[config.mk]
export PLATFORM = sky130hd
export DESIGN_NAME = dlx_control_fsm
export DESIGN_NICKNAME = d
export VERILOG_FILES = /design/src/rtl/dlx_ctrl_pkg.sv /design/src/rtl/dlx_opcode_decode.sv /design/src/rtl/dlx_control_fsm.sv
export SDC_FILE = /design/constraint.sdc
export NUM_CORES = 1
export LEC_CHECK = 0
export BUFFER_PORTS_ARGS = -buffer_cell sky130_fd_sc_hd__buf_2
export CORE_UTILIZATION = 41
export CTS_CLUSTER_SIZE = 8
export DETAILED_ROUTE_END_ITERATION = 10
export MAX_ROUTING_LAYER = met4
export PLACE_DENSITY = 0.84
export SYNTH_ARGS = -nofsm -noshare
export SYNTH_HDL_FRONTEND = slang
export SYNTH_HIERARCHICAL = 1
export SYNTH_SLANG_ARGS = --single-unit
[constraint.sdc]
create_clock -name CLK -period 1.85 [get_ports CLK]
set_input_delay 0.37 -clock CLK [delete_from_list [all_inputs] [get_ports CLK]]
set_output_delay 0.37 -clock CLK [all_outputs]
set_load 0.02 [all_outputs]
[src/rtl/dlx_ctrl_pkg.sv]
// rtl/dlx_ctrl_pkg.sv - state, opcode and operand-select encodings for the DLX control FSM
package dlx_ctrl_pkg;

  typedef enum logic [4:0] {
    S_FETCH       = 5'd0,
    S_DECODE      = 5'd1,
    S_SHIFT       = 5'd2,
    S_ALU         = 5'd3,
    S_PALU        = 5'd4,
    S_ALUI        = 5'd5,
    S_TESTI       = 5'd6,
    S_ADDRCMP     = 5'd7,
    S_LOAD        = 5'd8,
    S_COPYMDR2C   = 5'd9,
    S_COPYGPR2MDR = 5'd10,
    S_STORE       = 5'd11,
    S_BRANCH      = 5'd12,
    S_BTAKEN      = 5'd13,
    S_JR          = 5'd14,
    S_SAVEPC      = 5'd15,
    S_JALR        = 5'd16,
    S_WBR         = 5'd17,
    S_WBI         = 5'd18,
    S_WBJ         = 5'd19,
    S_HALT        = 5'd20
  } state_t;

  localparam logic [5:0] OP_RTYPE = 6'b000000;
  localparam logic [5:0] OP_PALU  = 6'b110000;
  localparam logic [5:0] OP_LW    = 6'b100011;
  localparam logic [5:0] OP_SW    = 6'b101011;
  localparam logic [5:0] OP_BEQZ  = 6'b000100;
  localparam logic [5:0] OP_BNEZ  = 6'b000101;
  localparam logic [5:0] OP_JR    = 6'b010110;
  localparam logic [5:0] OP_JALR  = 6'b010111;
  localparam logic [5:0] OP_HALT  = 6'b111111;

  localparam logic [1:0] S1_PC   = 2'd0;
  localparam logic [1:0] S1_A    = 2'd1;
  localparam logic [1:0] S1_B    = 2'd2;
  localparam logic [1:0] S1_MDR  = 2'd3;

  localparam logic [1:0] S2_B    = 2'd0;
  localparam logic [1:0] S2_IMM  = 2'd1;
  localparam logic [1:0] S2_ZERO = 2'd2;
  localparam logic [1:0] S2_ONE  = 2'd3;

endpackage

[src/rtl/dlx_opcode_decode.sv]
// rtl/dlx_opcode_decode.sv - maps opcode/func bits to the state that follows DECODE
module dlx_opcode_decode
  import dlx_ctrl_pkg::*;
(
  input  logic [5:0] opcode,
  input  logic       func5,
  output state_t     next_state
);

  always_comb begin
    next_state = S_HALT;
    if (opcode == OP_RTYPE)
      next_state = func5 ? S_ALU : S_SHIFT;
    else if (opcode == OP_PALU)
      next_state = S_PALU;
    else if (opcode[5:3] == 3'b001)
      next_state = S_ALUI;
    else if (opcode[5:3] == 3'b011)
      next_state = S_TESTI;
    else if (opcode == OP_LW || opcode == OP_SW)
      next_state = S_ADDRCMP;
    else if (opcode == OP_BEQZ || opcode == OP_BNEZ)
      next_state = S_BRANCH;
    else if (opcode == OP_JR)
      next_state = S_JR;
    else if (opcode == OP_JALR)
      next_state = S_SAVEPC;
  end

endmodule

[src/rtl/dlx_control_fsm.sv]
// rtl/dlx_control_fsm.sv - multicycle Moore control unit sequencing the DLX datapath
module dlx_control_fsm
  import dlx_ctrl_pkg::*;
(
  input  logic        CLK,
  input  logic        RESET,
  input  logic [31:0] IR,
  input  logic        AEQZ,
  input  logic        ACK,
  output logic        IR_CE,
  output logic        A_CE,
  output logic        B_CE,
  output logic        C_CE,
  output logic        MDR_CE,
  output logic        MAR_CE,
  output logic        PC_CE,
  output logic        GPR_WE,
  output logic [1:0]  S1_SEL,
  output logic [1:0]  S2_SEL,
  output logic        ITYPE,
  output logic        ADD,
  output logic        TEST,
  output logic        SHIFT,
  output logic        RIGHT,
  output logic        JLINK,
  output logic        DINT_SEL,
  output logic        MDR_SEL,
  output logic        A_SEL,
  output logic        MUXALU_SEL,
  output logic        MR,
  output logic        MW,
  output logic        HALTED,
  output logic [4:0]  STATE
);

  state_t     state, next_state, decode_next;
  logic [5:0] opcode;
  logic       branch_taken;
  logic       unused_ir_bits;

  assign opcode         = IR[31:26];
  assign unused_ir_bits = ^{IR[25:6], IR[4:2], IR[0]};
  assign branch_taken   = (opcode == OP_BEQZ) ? AEQZ : !AEQZ;
  assign STATE          = state;

  dlx_opcode_decode u_decode (
    .opcode     (opcode),
    .func5      (IR[5]),
    .next_state (decode_next)
  );

  always_ff @(posedge CLK) begin
    if (RESET)
      state <= S_FETCH;
    else
      state <= next_state;
  end

  always_comb begin
    next_state = S_FETCH;
    case (state)
      S_FETCH:       next_state = ACK ? S_DECODE : S_FETCH;
      S_DECODE:      next_state = decode_next;
      S_SHIFT,
      S_ALU,
      S_PALU:        next_state = S_WBR;
      S_ALUI,
      S_TESTI:       next_state = S_WBI;
      S_ADDRCMP:     next_state = (opcode == OP_LW) ? S_LOAD : S_COPYGPR2MDR;
      S_LOAD:        next_state = ACK ? S_COPYMDR2C : S_LOAD;
      S_COPYMDR2C:   next_state = S_WBI;
      S_COPYGPR2MDR: next_state = S_STORE;
      S_STORE:       next_state = ACK ? S_FETCH : S_STORE;
      S_BRANCH:      next_state = branch_taken ? S_BTAKEN : S_FETCH;
      S_SAVEPC:      next_state = S_JALR;
      S_JALR:        next_state = S_WBJ;
      S_HALT:        next_state = S_HALT;
      default:       next_state = S_FETCH;
    endcase
  end

  // Only IR_CE and MDR_CE look at ACK directly; everything else is pure state decode.
  always_comb begin
    IR_CE = 1'b0; A_CE = 1'b0; B_CE = 1'b0; C_CE = 1'b0;
    MDR_CE = 1'b0; MAR_CE = 1'b0; PC_CE = 1'b0; GPR_WE = 1'b0;
    S1_SEL = S1_PC; S2_SEL = S2_B;
    ITYPE = 1'b0; ADD = 1'b0; TEST = 1'b0; SHIFT = 1'b0; RIGHT = 1'b0; JLINK = 1'b0;
    DINT_SEL = 1'b0; MDR_SEL = 1'b0; A_SEL = 1'b0; MUXALU_SEL = 1'b0;
    MR = 1'b0; MW = 1'b0; HALTED = 1'b0;
    case (state)
      S_FETCH: begin
        MR = 1'b1; IR_CE = ACK;
      end
      S_DECODE: begin
        A_CE = 1'b1; B_CE = 1'b1; PC_CE = 1'b1;
        S1_SEL = S1_PC; S2_SEL = S2_ONE; ADD = 1'b1;
      end
      S_SHIFT: begin
        S1_SEL = S1_A; SHIFT = 1'b1; RIGHT = IR[1]; DINT_SEL = 1'b1; C_CE = 1'b1;
      end
      S_ALU: begin
        S1_SEL = S1_A; S2_SEL = S2_B; C_CE = 1'b1;
      end
      S_PALU: begin
        S1_SEL = S1_A; S2_SEL = S2_B; MUXALU_SEL = 1'b1; C_CE = 1'b1;
      end
      S_ALUI: begin
        S1_SEL = S1_A; S2_SEL = S2_IMM; ITYPE = 1'b1; C_CE = 1'b1;
      end
      S_TESTI: begin
        S1_SEL = S1_A; S2_SEL = S2_IMM; ITYPE = 1'b1; TEST = 1'b1; C_CE = 1'b1;
      end
      S_ADDRCMP: begin
        S1_SEL = S1_A; S2_SEL = S2_IMM; ADD = 1'b1; MAR_CE = 1'b1;
      end
      S_LOAD: begin
        MR = 1'b1; A_SEL = 1'b1; MDR_SEL = 1'b1; MDR_CE = ACK;
      end
      S_COPYMDR2C: begin
        S1_SEL = S1_MDR; S2_SEL = S2_ZERO; ADD = 1'b1; C_CE = 1'b1;
      end
      S_COPYGPR2MDR: begin
        S1_SEL = S1_B; S2_SEL = S2_ZERO; ADD = 1'b1; MDR_CE = 1'b1;
      end
      S_STORE: begin
        MW = 1'b1; A_SEL = 1'b1;
      end
      S_BTAKEN: begin
        S1_SEL = S1_PC; S2_SEL = S2_IMM; ADD = 1'b1; PC_CE = 1'b1;
      end
      S_JR, S_JALR: begin
        S1_SEL = S1_A; S2_SEL = S2_ZERO; ADD = 1'b1; PC_CE = 1'b1;
      end
      S_SAVEPC: begin
        S1_SEL = S1_PC; S2_SEL = S2_ZERO; ADD = 1'b1; C_CE = 1'b1;
      end
      S_WBR: GPR_WE = 1'b1;
      S_WBI: begin
        GPR_WE = 1'b1; ITYPE = 1'b1;
      end
      S_WBJ: begin
        GPR_WE = 1'b1; JLINK = 1'b1;
      end
      S_HALT: HALTED = 1'b1;
      default: ;
    endcase
  end

endmodule

Word level (Yosys, flattened, before mapping)
Cells that the tools add are included.
- bits in registers: 5
- latch bits: 0
- memory bits (writable): 0
- bits in read-only memories: 0
- input port bits: 36
- output and inout port bits: 30
- word-level logic and storage cells: 84
- memories kept: 0
- add/subtract/negate cells: 0
- multipliers: 0
- divide/modulo/power cells: 0
- order comparisons: 0
- equal/unequal tests: 29
- shifts and indexed selects: 0
- multiplexer cells: 37
- bitwise logic cells: 0
- reduce and logical (&&, ||, !) cells: 17
- operators with widths (operator ; number):
    $pmux 5 s12 ; 1
    $eq 5x4->1 const B ; 8
    $mux 5 ; 8
    $eq 5x5->1 const B ; 5
    $mux 1 ; 22
    $eq 5x3->1 const B ; 4
    $eq 6x6->1 const B ; 3
    $reduce_or 8->1 ; 2
    $eq 6x3->1 const B ; 2
    $eq 6x5->1 const B ; 2
    $pmux 2 s3 ; 2
    $reduce_or 3->1 ; 4
    $eq 5x2->1 const B ; 2
    $mux 4 ; 2
    $reduce_or 4->1 ; 2
    $reduce_or 7->1 ; 1
    $logic_not 6->1 ; 1
    $eq 5x1->1 const B ; 1
    $logic_not 5->1 ; 1
    $reduce_or 5->1 ; 1
    $reduce_or 2->1 ; 2
    $eq 3x1->1 const B ; 1
    $eq 3x2->1 const B ; 1
    $logic_or 1x1->1 ; 2
    3 further kinds ; 3

Logic depth before layout (Yosys ltp)
Gate-level depths: netlist (run 1).
- depth after elaboration: 10
- mapped depth: 8
- depth with buffers taken out: 7

Modules after synthesis
Netlist (run 1), hierarchy kept.
- by module, submodules not included (module ; times used ; cells each ; area each (um^2) ; seq. area each (um^2)):
    dlx_control_fsm ; 1 ; 122 ; 784.5 ; 100.1
    dlx_opcode_decode ; 1 ; 25 ; 153.9 ; 0.0

Least setup slack after synthesis (run 1)
OpenSTA, ideal clock, no wires.
- path type: register -> output
- start: register state[0], in the netlist STATE[0]
- end: output port A_SEL
- data arrival time: 1.844 ns
- required time: 1.480 ns
- path slack: -0.364 ns
- stages on the path, launching flop included: 5
- path buffers: 1
- path through: dfxtp_1 > buf_2 > nor4_1 > and2_1 > or2_2
- word-level cells in the longest chain between the ends: 3
- elaborated cells between the ends (all ways): 4
- classes of those cells: eq/ne (2); mux (1); reduce/logical (1)
- ends and longest elaborated chain (element ; line ; RTL):
    start: declaration ; dlx_control_fsm.sv:36 ; state_t state, next_state, decode_next;
    start signal: assignment ; dlx_control_fsm.sv:56 ; state <= next_state;
    $eq 5x4->1 ; dlx_control_fsm.sv:90 ; case (state)
    $reduce_or 2->1 (no source line) * ; - ;
    $mux 1 * ; dlx_control_fsm.sv:90 ;
    end: declaration ; dlx_control_fsm.sv:28 ; output logic A_SEL,
Mark *: on every way between the ends. The rest lies on a longest branch, timed or not.

Worst setup path after layout (run 1)
- start: register state[3], in the netlist STATE[3]
- end: output port S1_SEL[0]
- word-level cells in the longest chain between the ends: 3
- elaborated cells between the ends (all ways): 12
- classes of those cells: eq/ne (10); mux (1); reduce/logical (1)
- ends and longest elaborated chain (element ; line ; RTL):
    $eq 5x3->1 (tied with other cells) ; dlx_control_fsm.sv:90 ;
    $reduce_or 8->1 (no source line) ; - ;
    $pmux 2 s3 * ; dlx_control_fsm.sv:90 ;
    end: declaration ; dlx_control_fsm.sv:18 ; output logic [1:0] S1_SEL,
Marked as above.

==> results_tabular.tex, run 1 <==
\begin{tabular}{lr}
\hline
Metric & Value \\
\hline
\multicolumn{2}{l}{\textbf{Final layout}} \\
\quad Fillers & 160 \\
\quad Net count reported at finish & 235 \\
\quad Commonest cells after routing, fill and taps aside & 38 x buf\_2, 15 x nor2\_1, 15 x buf\_4 \\
\quad Layout cell share with drive strength beyond 1 & 47.5\% \\
\quad Layout Area Growth over Synthesis & 63.1\% \\
\quad Diode insertion count for antenna repair & 0 \\
\quad Leading cell type in the layout, fill and taps excluded & buf\_2 \\
\quad Largest register FFs & 5 \\
\multicolumn{2}{l}{\textbf{Route}} \\
\quad Detailed-route wire length & 3730 um \\
\quad WL per Instance & 16.6 um \\
\quad Vias & 1,424 \\
\quad Antenna viol nets, final & 0 \\
\quad DRC marker count from the first detailed-route iteration & 26 \\
\quad Number of iterations in the first detailed-routing pass & 4 \\
\quad Number of vias per cell & 6.33 \\
\quad Final routed DRC violation total & 0 \\
\multicolumn{2}{l}{\textbf{Worst setup path}} \\
\quad Crit path cell chain & buf\_12, nor3\_2, nand3\_1, o21ai\_1, buf\_2 \\
\quad Worst Path Arrival & 1510 ps \\
\quad Req. time, crit path & 1480 ps \\
\quad Origin of the worst setup path & STATE[3] \\
\quad CP startpoint kind & register \\
\quad Largest stage delay on the critical path & 360 ps \\
\quad Startpoint of the worst-slack reg-to-reg timing path & STATE[2] \\
\quad Worst setup path endpoint & S1\_SEL[0] \\
\quad Biggest fanout along the worst timing path & 14 \\
\quad R2R Setup Slk & 140 ps \\
\quad Kind of critical path & reg -> out \\
\quad Depth of the worst register-to-register path & 6 \\
\quad Worst flop-to-flop path endpoint & STATE[1] \\
\quad Crit. End Element & output pin \\
\quad Cell type of the slowest stage on the worst timing path & dfxtp\_4 \\
\multicolumn{2}{l}{\textbf{Floorplan}} \\
\quad Vertical extent of the die & 49.8 um \\
\quad Floorplan die area & 2480 um\^{}2 \\
\quad Total I/O pin count & 66 \\
\quad Floorplan core area & 2060 um\^{}2 \\
\quad Standard-cell rows & 16 \\
\quad Initial core utilization & 45.5\% \\
\quad Floorplan die width & 49.8 um \\
\multicolumn{2}{l}{\textbf{Synth}} \\
\quad Synthesized instance count & 147 \\
\quad Yosys cell types & 48 \\
\quad \#FFs+latches synth & 5 \\
\quad Yosys synthesis warning count & 6 \\
\quad Post-synthesis net count & 183 \\
\quad Average cell area after synthesis & 6.38 um\^{}2 \\
\quad Post-synth top flop & dfxtp\_1 \\
\quad Sequential cell area fraction in the yosys report & 10.7\% \\
\quad Number of enable-type register cells in the synthesized netlist & 0 \\
\quad Fraction of registers with async set/reset & 0\% \\
\quad Cell Area, Synth & 938 um\^{}2 \\
\multicolumn{2}{l}{\textbf{Outcome}} \\
\quad Result of the run & finished with violations \\
\quad Violations in the final reports & setup timing \\
\multicolumn{2}{l}{\textbf{Clock tree}} \\
\quad Number of buffers added by the clock tree synthesis step & 3 \\
\quad CTS clock-pin slew for the worst setup and hold paths & 40 ps \\
\quad Sinks on Clock Net & 5 \\
\quad CTS root buffer & clkbuf\_4 \\
\quad Skew-Pair Late Insertion Delay & 250 ps \\
\quad Buffers from clock root to sink, at most & 2 \\
\quad Number of H-tree levels & 1 \\
\quad TritonCTS clock tree & yes \\
\multicolumn{2}{l}{\textbf{Timing}} \\
\quad Worst Hold Margin & 487 ps \\
\quad Final worst-path setup slack & -26.8 ps \\
\quad Max Slew Vio Count & 0 \\
\quad Slew at the pin closest to its max-slew limit & 422 ps \\
\quad Achievable Freq & 533 MHz \\
\quad Final setup violation count & 4 \\
\quad Sum of negative setup slack & -62.3 ps \\
\quad Largest clock skew in the final design & 5.23 ps \\
\quad Clock period minus worst slack & 1880 ps \\
\quad RSZ-0062 raised after global routing & true \\
\quad Worst relative slew slack & 71.8\% \\
\quad Total count of hold-check failures in the final report & 0 \\
\quad Part of the cycle the worst path needs & 101\% \\
\multicolumn{2}{l}{\textbf{GRT}} \\
\quad First-pass GRT wire length & 5050 um \\
\quad Remaining Overflow, GRT & 0 \\
\quad Via count of the first global-routing pass & 1,169 \\
\quad Antenna violations before repair & 0 \\
\quad Global router's overall resource usage & 26.3\% \\
\quad Pin count of the biggest net entering global routing & 29 \\
\multicolumn{2}{l}{\textbf{Flow run}} \\
\quad Number of max-cap violations & 0 \\
\multicolumn{2}{l}{\textbf{Power and ir drop}} \\
\quad Highest ir drop seen on vdd & 0.000848 V \\
\quad Pwr Total & 1.97 mW \\
\quad Power per unit of standard cell area & 1290 nW/um\^{}2 \\
\quad Leakage power & 0.681 nW \\
\multicolumn{2}{l}{\textbf{Placed design}} \\
\quad Post-detailed-placement half-perimeter wirelength & 2210 um \\
\quad RD Place Congestion & 0.884 \\
\quad Number of I/O port buffers & 41 \\
\multicolumn{2}{l}{\textbf{Hold path}} \\
\quad Path category of the worst min-delay check & in -> reg \\
\hline
\end{tabular}
## metrics by stage
stage	instances	utilization (%)	area (um^2)	setup WS (ps)
floorplan	147	-	985	-87.4
global placement	214	62.5	1290	40.2
detailed placement	214	62.5	1290	32.0
CTS	219	66.7	1380	3.04
global route	225	74.2	1530	-79.2
finish	225	74.2	1530	-26.8
## Yosys cell counts, drive strengths merged (2+ instances only)
cell | number | area (um^2)
xor2 | 2 | 17.5
dfxtp | 5 | 100
a41oi | 3 | 33.8
nor2 | 17 | 63.8
o21ai | 10 | 50.1
nor3 | 7 | 35.0
o31ai | 3 | 22.5
nand4b | 2 | 17.5
nand3 | 3 | 20.0
a21boi | 2 | 15.0
and2 | 3 | 18.8
a31oi | 5 | 31.3
or2 | 2 | 12.5
inv | 5 | 18.8
and3 | 6 | 37.5
clkbuf | 5 | 18.8
a211oi | 3 | 22.5
nand2b | 5 | 31.3
a21oi | 8 | 40.0
nand2 | 11 | 41.3
nor2b | 7 | 43.8
nor4 | 3 | 25.0
buf | 10 | 52.6
## metal layers
layer  GRT usage (%)  vias to the layer above  part of all wire [%]
met2            43.2                      108                    49
met5               -                        -                     0
met3            4.63                       24                   9.4
met4            13.8                        0                   5.1
li1                -                      644                     -
met1            30.3                      648                    37
## power breakdown
part	internal (mW)	leakage (nW)	switching, mW
registers	0.148	0.0439	0.0574
clock network	0.0818	0.0150	0.0486
logic	0.697	0.622	0.937
total	0.927	0.681	1.04
## what timing repair did
action | in CTS | in global routing
gates cloned | 0 | 4
gates resized for setup | 11 | 16
pin swaps | 2 | 3
setup buffers | 1 | 2
hold buffers | 0 | 0
endpoints found under the setup margin | 6 | 13
## worst min-delay path by stage
stage,start,to,slack (ps),depth (start not counted)
6_report,AEQZ,STATE[2],490,4
3_3_place_gp,STATE[0],STATE[4],710,3
4_1_cts,AEQZ,STATE[2],500,4
5_1_grt,AEQZ,STATE[2],500,4
3_5_place_dp,STATE[0],STATE[4],720,3
2_1_floorplan,ACK,STATE[0],570,2
## critical path: cells and delay by family, from the launching register on
family	cells	cell delay (ps)
simple gates	2	440
buf+inv	2	330
compound gates	1	130
flops	1	360
## cell families (layout without fill, tap and decap cells)
logic type	Yosys count	after routing	share of synthesized area [%]
AO/OA/AOI/OAI	45	45	33.1
XOR/XNOR	3	3	2.80
buffers and inverters	20	71	9.60
flip-flops	5	5	10.7
multiplexers	1	1	1.07
AND/OR/NAND/NOR	73	73	42.8
## cell type report
cell class,instances,area [um^2],share of cell area [%]
timing repair buffer,62,489,32.0
tap,27,33.8,2.21
clock buffer,4,26.3,1.72
inverter,5,22.5,1.47
sequential,5,114,7.44
multi-input combinational,122,845,55.2
Note: power is estimated with default switching activity, not from simulation.
==> run 2, diff against run 1 <==
--- a/config.mk
+++ b/config.mk
@@ -6,6 +6,7 @@
 export NUM_CORES = 1
 export LEC_CHECK = 0
 export BUFFER_PORTS_ARGS = -buffer_cell sky130_fd_sc_hd__buf_2
+export CORE_ASPECT_RATIO = 1.5
 export CORE_UTILIZATION = 41
 export CTS_CLUSTER_SIZE = 8
 export DETAILED_ROUTE_END_ITERATION = 10
==> run 2 against run 1 <==
  * Combinational power rose by 13%
  * Register-to-register slack better by 180 ps
  * Highest routed layer unchanged
  * Maximum frequency down 4.9%
  * Routed wire length rose by 8.6%
  * Non-clock buffer count rose by 11
  * Critical endpoint is now S2_SEL[0]
  * Design area grew 6.4%
  * The flow still finishes with violations (setup timing)
==> results_tabular.tex, run 2 (synthesis gave the netlist of run 1 again) <==
\begin{tabular}{lr}
\hline
Metric & Value \\
\hline
\multicolumn{2}{l}{\textbf{Worst setup path}} \\
\quad Kind of critical path & reg -> out (unchanged) \\
\quad Biggest fanout along the worst timing path & 7 (was 14) \\
\quad Largest stage delay on the critical path & 400 ps (was 360 ps) \\
\quad Crit. End Element & output pin (unchanged) \\
\quad Gate family responsible for the most delay along the worst path & buffers and inverters (was simple AND/OR/NAND/NOR gates) \\
\quad CP startpoint kind & register (unchanged) \\
\quad Crit path cell chain & buf\_12, clkinvlp\_4, o32a\_1, nor2\_2, buf\_4 (was buf\_12, nor3\_2, nand3\_1, o21ai\_1, buf\_2) \\
\quad Req. time, crit path & 1480 ps (about the same) \\
\quad Worst Path Arrival & 1600 ps (was 1510 ps) \\
\quad Cell type of the slowest stage on the worst timing path & o32a\_1 (was dfxtp\_4) \\
\quad Bufs and invs on worst path & 3 (was 2) \\
\multicolumn{2}{l}{\textbf{Route}} \\
\quad Number of vias per cell & 6.35 (was 6.33) \\
\quad Vias & 1,467 (was 1,424) \\
\quad DRC marker count from the first detailed-route iteration & 76 (was 26) \\
\quad WL per Instance & 17.5 um (was 16.6 um) \\
\quad Detailed-route wire length & 4050 um (was 3730 um) \\
\quad Number of iterations in the first detailed-routing pass & 4 (unchanged) \\
\quad Final routed DRC violation total & 0 (unchanged) \\
\quad Antenna viol nets, final & 0 (unchanged) \\
\multicolumn{2}{l}{\textbf{Flow run}} \\
\quad Number of max-cap violations & 0 (unchanged) \\
\multicolumn{2}{l}{\textbf{Placed design}} \\
\quad Number of I/O port buffers & 41 (unchanged) \\
\quad RD Place Congestion & 0.825 (was 0.884) \\
\quad Post-detailed-placement half-perimeter wirelength & 2370 um (was 2210 um) \\
\multicolumn{2}{l}{\textbf{Floorplan}} \\
\quad Floorplan core area & 2100 um\^{}2 (was 2060 um\^{}2) \\
\quad Floorplan die width & 41.1 um (was 49.8 um) \\
\quad Standard-cell rows & 20 (was 16) \\
\quad Vertical extent of the die & 60.6 um (was 49.8 um) \\
\quad Floorplan die area & 2490 um\^{}2 (was 2480 um\^{}2) \\
\quad Initial core utilization & 44.6\% (was 45.5\%) \\
\quad Total I/O pin count & 66 (unchanged) \\
\multicolumn{2}{l}{\textbf{Timing}} \\
\quad Final worst-path setup slack & -124 ps (was -26.8 ps) \\
\quad Achievable Freq & 507 MHz (was 533 MHz) \\
\quad Part of the cycle the worst path needs & 107\% (was 101\%) \\
\quad RSZ-0062 raised after global routing & true (unchanged) \\
\quad Max Slew Vio Count & 0 (unchanged) \\
\quad Largest clock skew in the final design & 6.09 ps (was 5.23 ps) \\
\quad Final setup violation count & 6 (was 4) \\
\quad Worst relative slew slack & 70.1\% (was 71.8\%) \\
\quad Total count of hold-check failures in the final report & 0 (unchanged) \\
\quad Slew at the pin closest to its max-slew limit & 448 ps (was 422 ps) \\
\quad Clock period minus worst slack & 1970 ps (was 1880 ps) \\
\multicolumn{2}{l}{\textbf{GRT}} \\
\quad Antenna violations before repair & 0 (unchanged) \\
\quad Via count of the first global-routing pass & 1,303 (was 1,169) \\
\quad Met1 Track Usage GR & 29.3\% (was 30.3\%) \\
\quad Remaining Overflow, GRT & 0 (unchanged) \\
\quad Pin count of the biggest net entering global routing & 17 (was 29) \\
\quad Met3 Track Usage GR & 13.2\% (was 4.63\%) \\
\quad Layer with the highest usage after global routing & met2 (unchanged) \\
\quad Met2 Track Usage GR & 51.1\% (was 43.2\%) \\
\quad Global router's overall resource usage & 31.0\% (was 26.3\%) \\
\quad First-pass GRT wire length & 5330 um (was 5050 um) \\
\multicolumn{2}{l}{\textbf{Clock tree}} \\
\quad Number of buffers added by the clock tree synthesis step & 3 (unchanged) \\
\quad Buffers from clock root to sink, at most & 2 (unchanged) \\
\quad Skew-Pair Late Insertion Delay & 240 ps (was 250 ps) \\
\quad CTS root buffer & clkbuf\_4 (unchanged) \\
\quad Hold buffer count at cts & 0 (unchanged) \\
\quad CTS clock-pin slew for the worst setup and hold paths & 40 ps (about the same) \\
\quad Number of H-tree levels & 1 (unchanged) \\
\quad Sinks on Clock Net & 5 (unchanged) \\
\quad TritonCTS clock tree & yes (unchanged) \\
\multicolumn{2}{l}{\textbf{Hold path}} \\
\quad Path category of the worst min-delay check & in -> reg (unchanged) \\
\multicolumn{2}{l}{\textbf{Final layout}} \\
\quad Diode insertion count for antenna repair & 0 (unchanged) \\
\quad Net count reported at finish & 246 (was 235) \\
\quad Fillers & 135 (was 160) \\
\quad Layout Area Growth over Synthesis & 73.5\% (was 63.1\%) \\
\quad Area taken by multi-input logic gates & 887 um\^{}2 (was 845 um\^{}2) \\
\quad Layout cell share with drive strength beyond 1 & 54.5\% (was 47.5\%) \\
\quad Commonest cells after routing, fill and taps aside & 35 x buf\_2, 29 x buf\_4, 12 x nor2\_1 (was 38 x buf\_2, 15 x nor2\_1, 15 x buf\_4) \\
\quad Largest register FFs & 5 (unchanged) \\
\quad Final core area utilization & 77.4\% (was 74.2\%) \\
\quad Sequential cell area & 119 um\^{}2 (was 114 um\^{}2) \\
\quad Leading cell type in the layout, fill and taps excluded & buf\_2 (unchanged) \\
\multicolumn{2}{l}{\textbf{Outcome}} \\
\quad Result of the run & finished with violations (unchanged) \\
\quad Violations in the final reports & setup timing (unchanged) \\
\multicolumn{2}{l}{\textbf{Power and ir drop}} \\
\quad Leakage power & 0.743 nW (was 0.681 nW) \\
\quad Power per unit of standard cell area & 1350 nW/um\^{}2 (was 1290 nW/um\^{}2) \\
\quad Highest ir drop seen on vdd & 0.000942 V (was 0.000848 V) \\
\quad Pwr Total & 2.20 mW (was 1.97 mW) \\
\hline
\end{tabular}
[run 2: changes by cell type in the layout (fill, tap and decap cells not counted), sizes merged]
cell,before,now
buf,58,71
clkinvlp,1,2
clkbuf,8,5
inv,4,3
bufbuf,0,1
[run 2: timing repair]
action | CTS | global route
gates cloned | 1 | 1
pin swaps | 1 | 6
buffers inserted | 3 | 6
endpoints found under the setup margin | 20 | 16
resized for setup | 15 | 36
[run 2: final cells by class]
cell class	count	area share, %
Multi-Input combinational cell	122	54.5
Timing Repair Buffer	73	33.3
Sequential cell	5	7.30
Tap cell	22	1.69
Clock buffer	4	1.61
Inverter	5	1.61
[run 2: worst min-delay path, stage by stage]
cell and delay, ps:
buf_2 140, nand2_4 70, a41oi_2 80
[run 2: final timing paths]
| kind | start | endpoint | slack [ps] | depth (start not counted) |
|---|---|---|---|---|
| worst min-delay path | ACK | STATE[0] | 480 | 3 |
| worst min register to register | STATE[3] | STATE[2] | 690 | 3 |
| worst max register to register | STATE[3] | STATE[1] | 320 | 6 |
| worst max-delay path | STATE[0] | S2_SEL[0] | -120 | 5 |
[run 2: through the flow]
stage | hold WS (ps) | setup WS [ps] | TNS, ps | cells | area (um^2)
global route | 481 | -167 | -1010 | 231 | 1630
CTS | 482 | 2.57 | 0 | 224 | 1440
global placement | 697 | 27.5 | 0 | 216 | 1310
detailed placement | 715 | -39.3 | -41.5 | 216 | 1310
finish | 483 | -124 | -247 | 231 | 1630
floorplan | 566 | -87.4 | -139 | 147 | 985
[run 2: metal layers]
metal	wire, um	up-vias
li1	-	667
met1	1430	694
met2	2200	88
met3	279	18
met4	138	0
met5	0	-
[run 2: power breakdown]
| part | internal (mW) | leakage [nW] | switching [mW] | total (mW) |
|---|---|---|---|---|
| Sequential | 0.154 | 0.0445 | 0.0886 | 0.242 |
| Clock | 0.0814 | 0.0150 | 0.0416 | 0.123 |
| Combinational | 0.850 | 0.684 | 0.986 | 1.84 |
| Total | 1.09 | 0.743 | 1.12 | 2.20 |
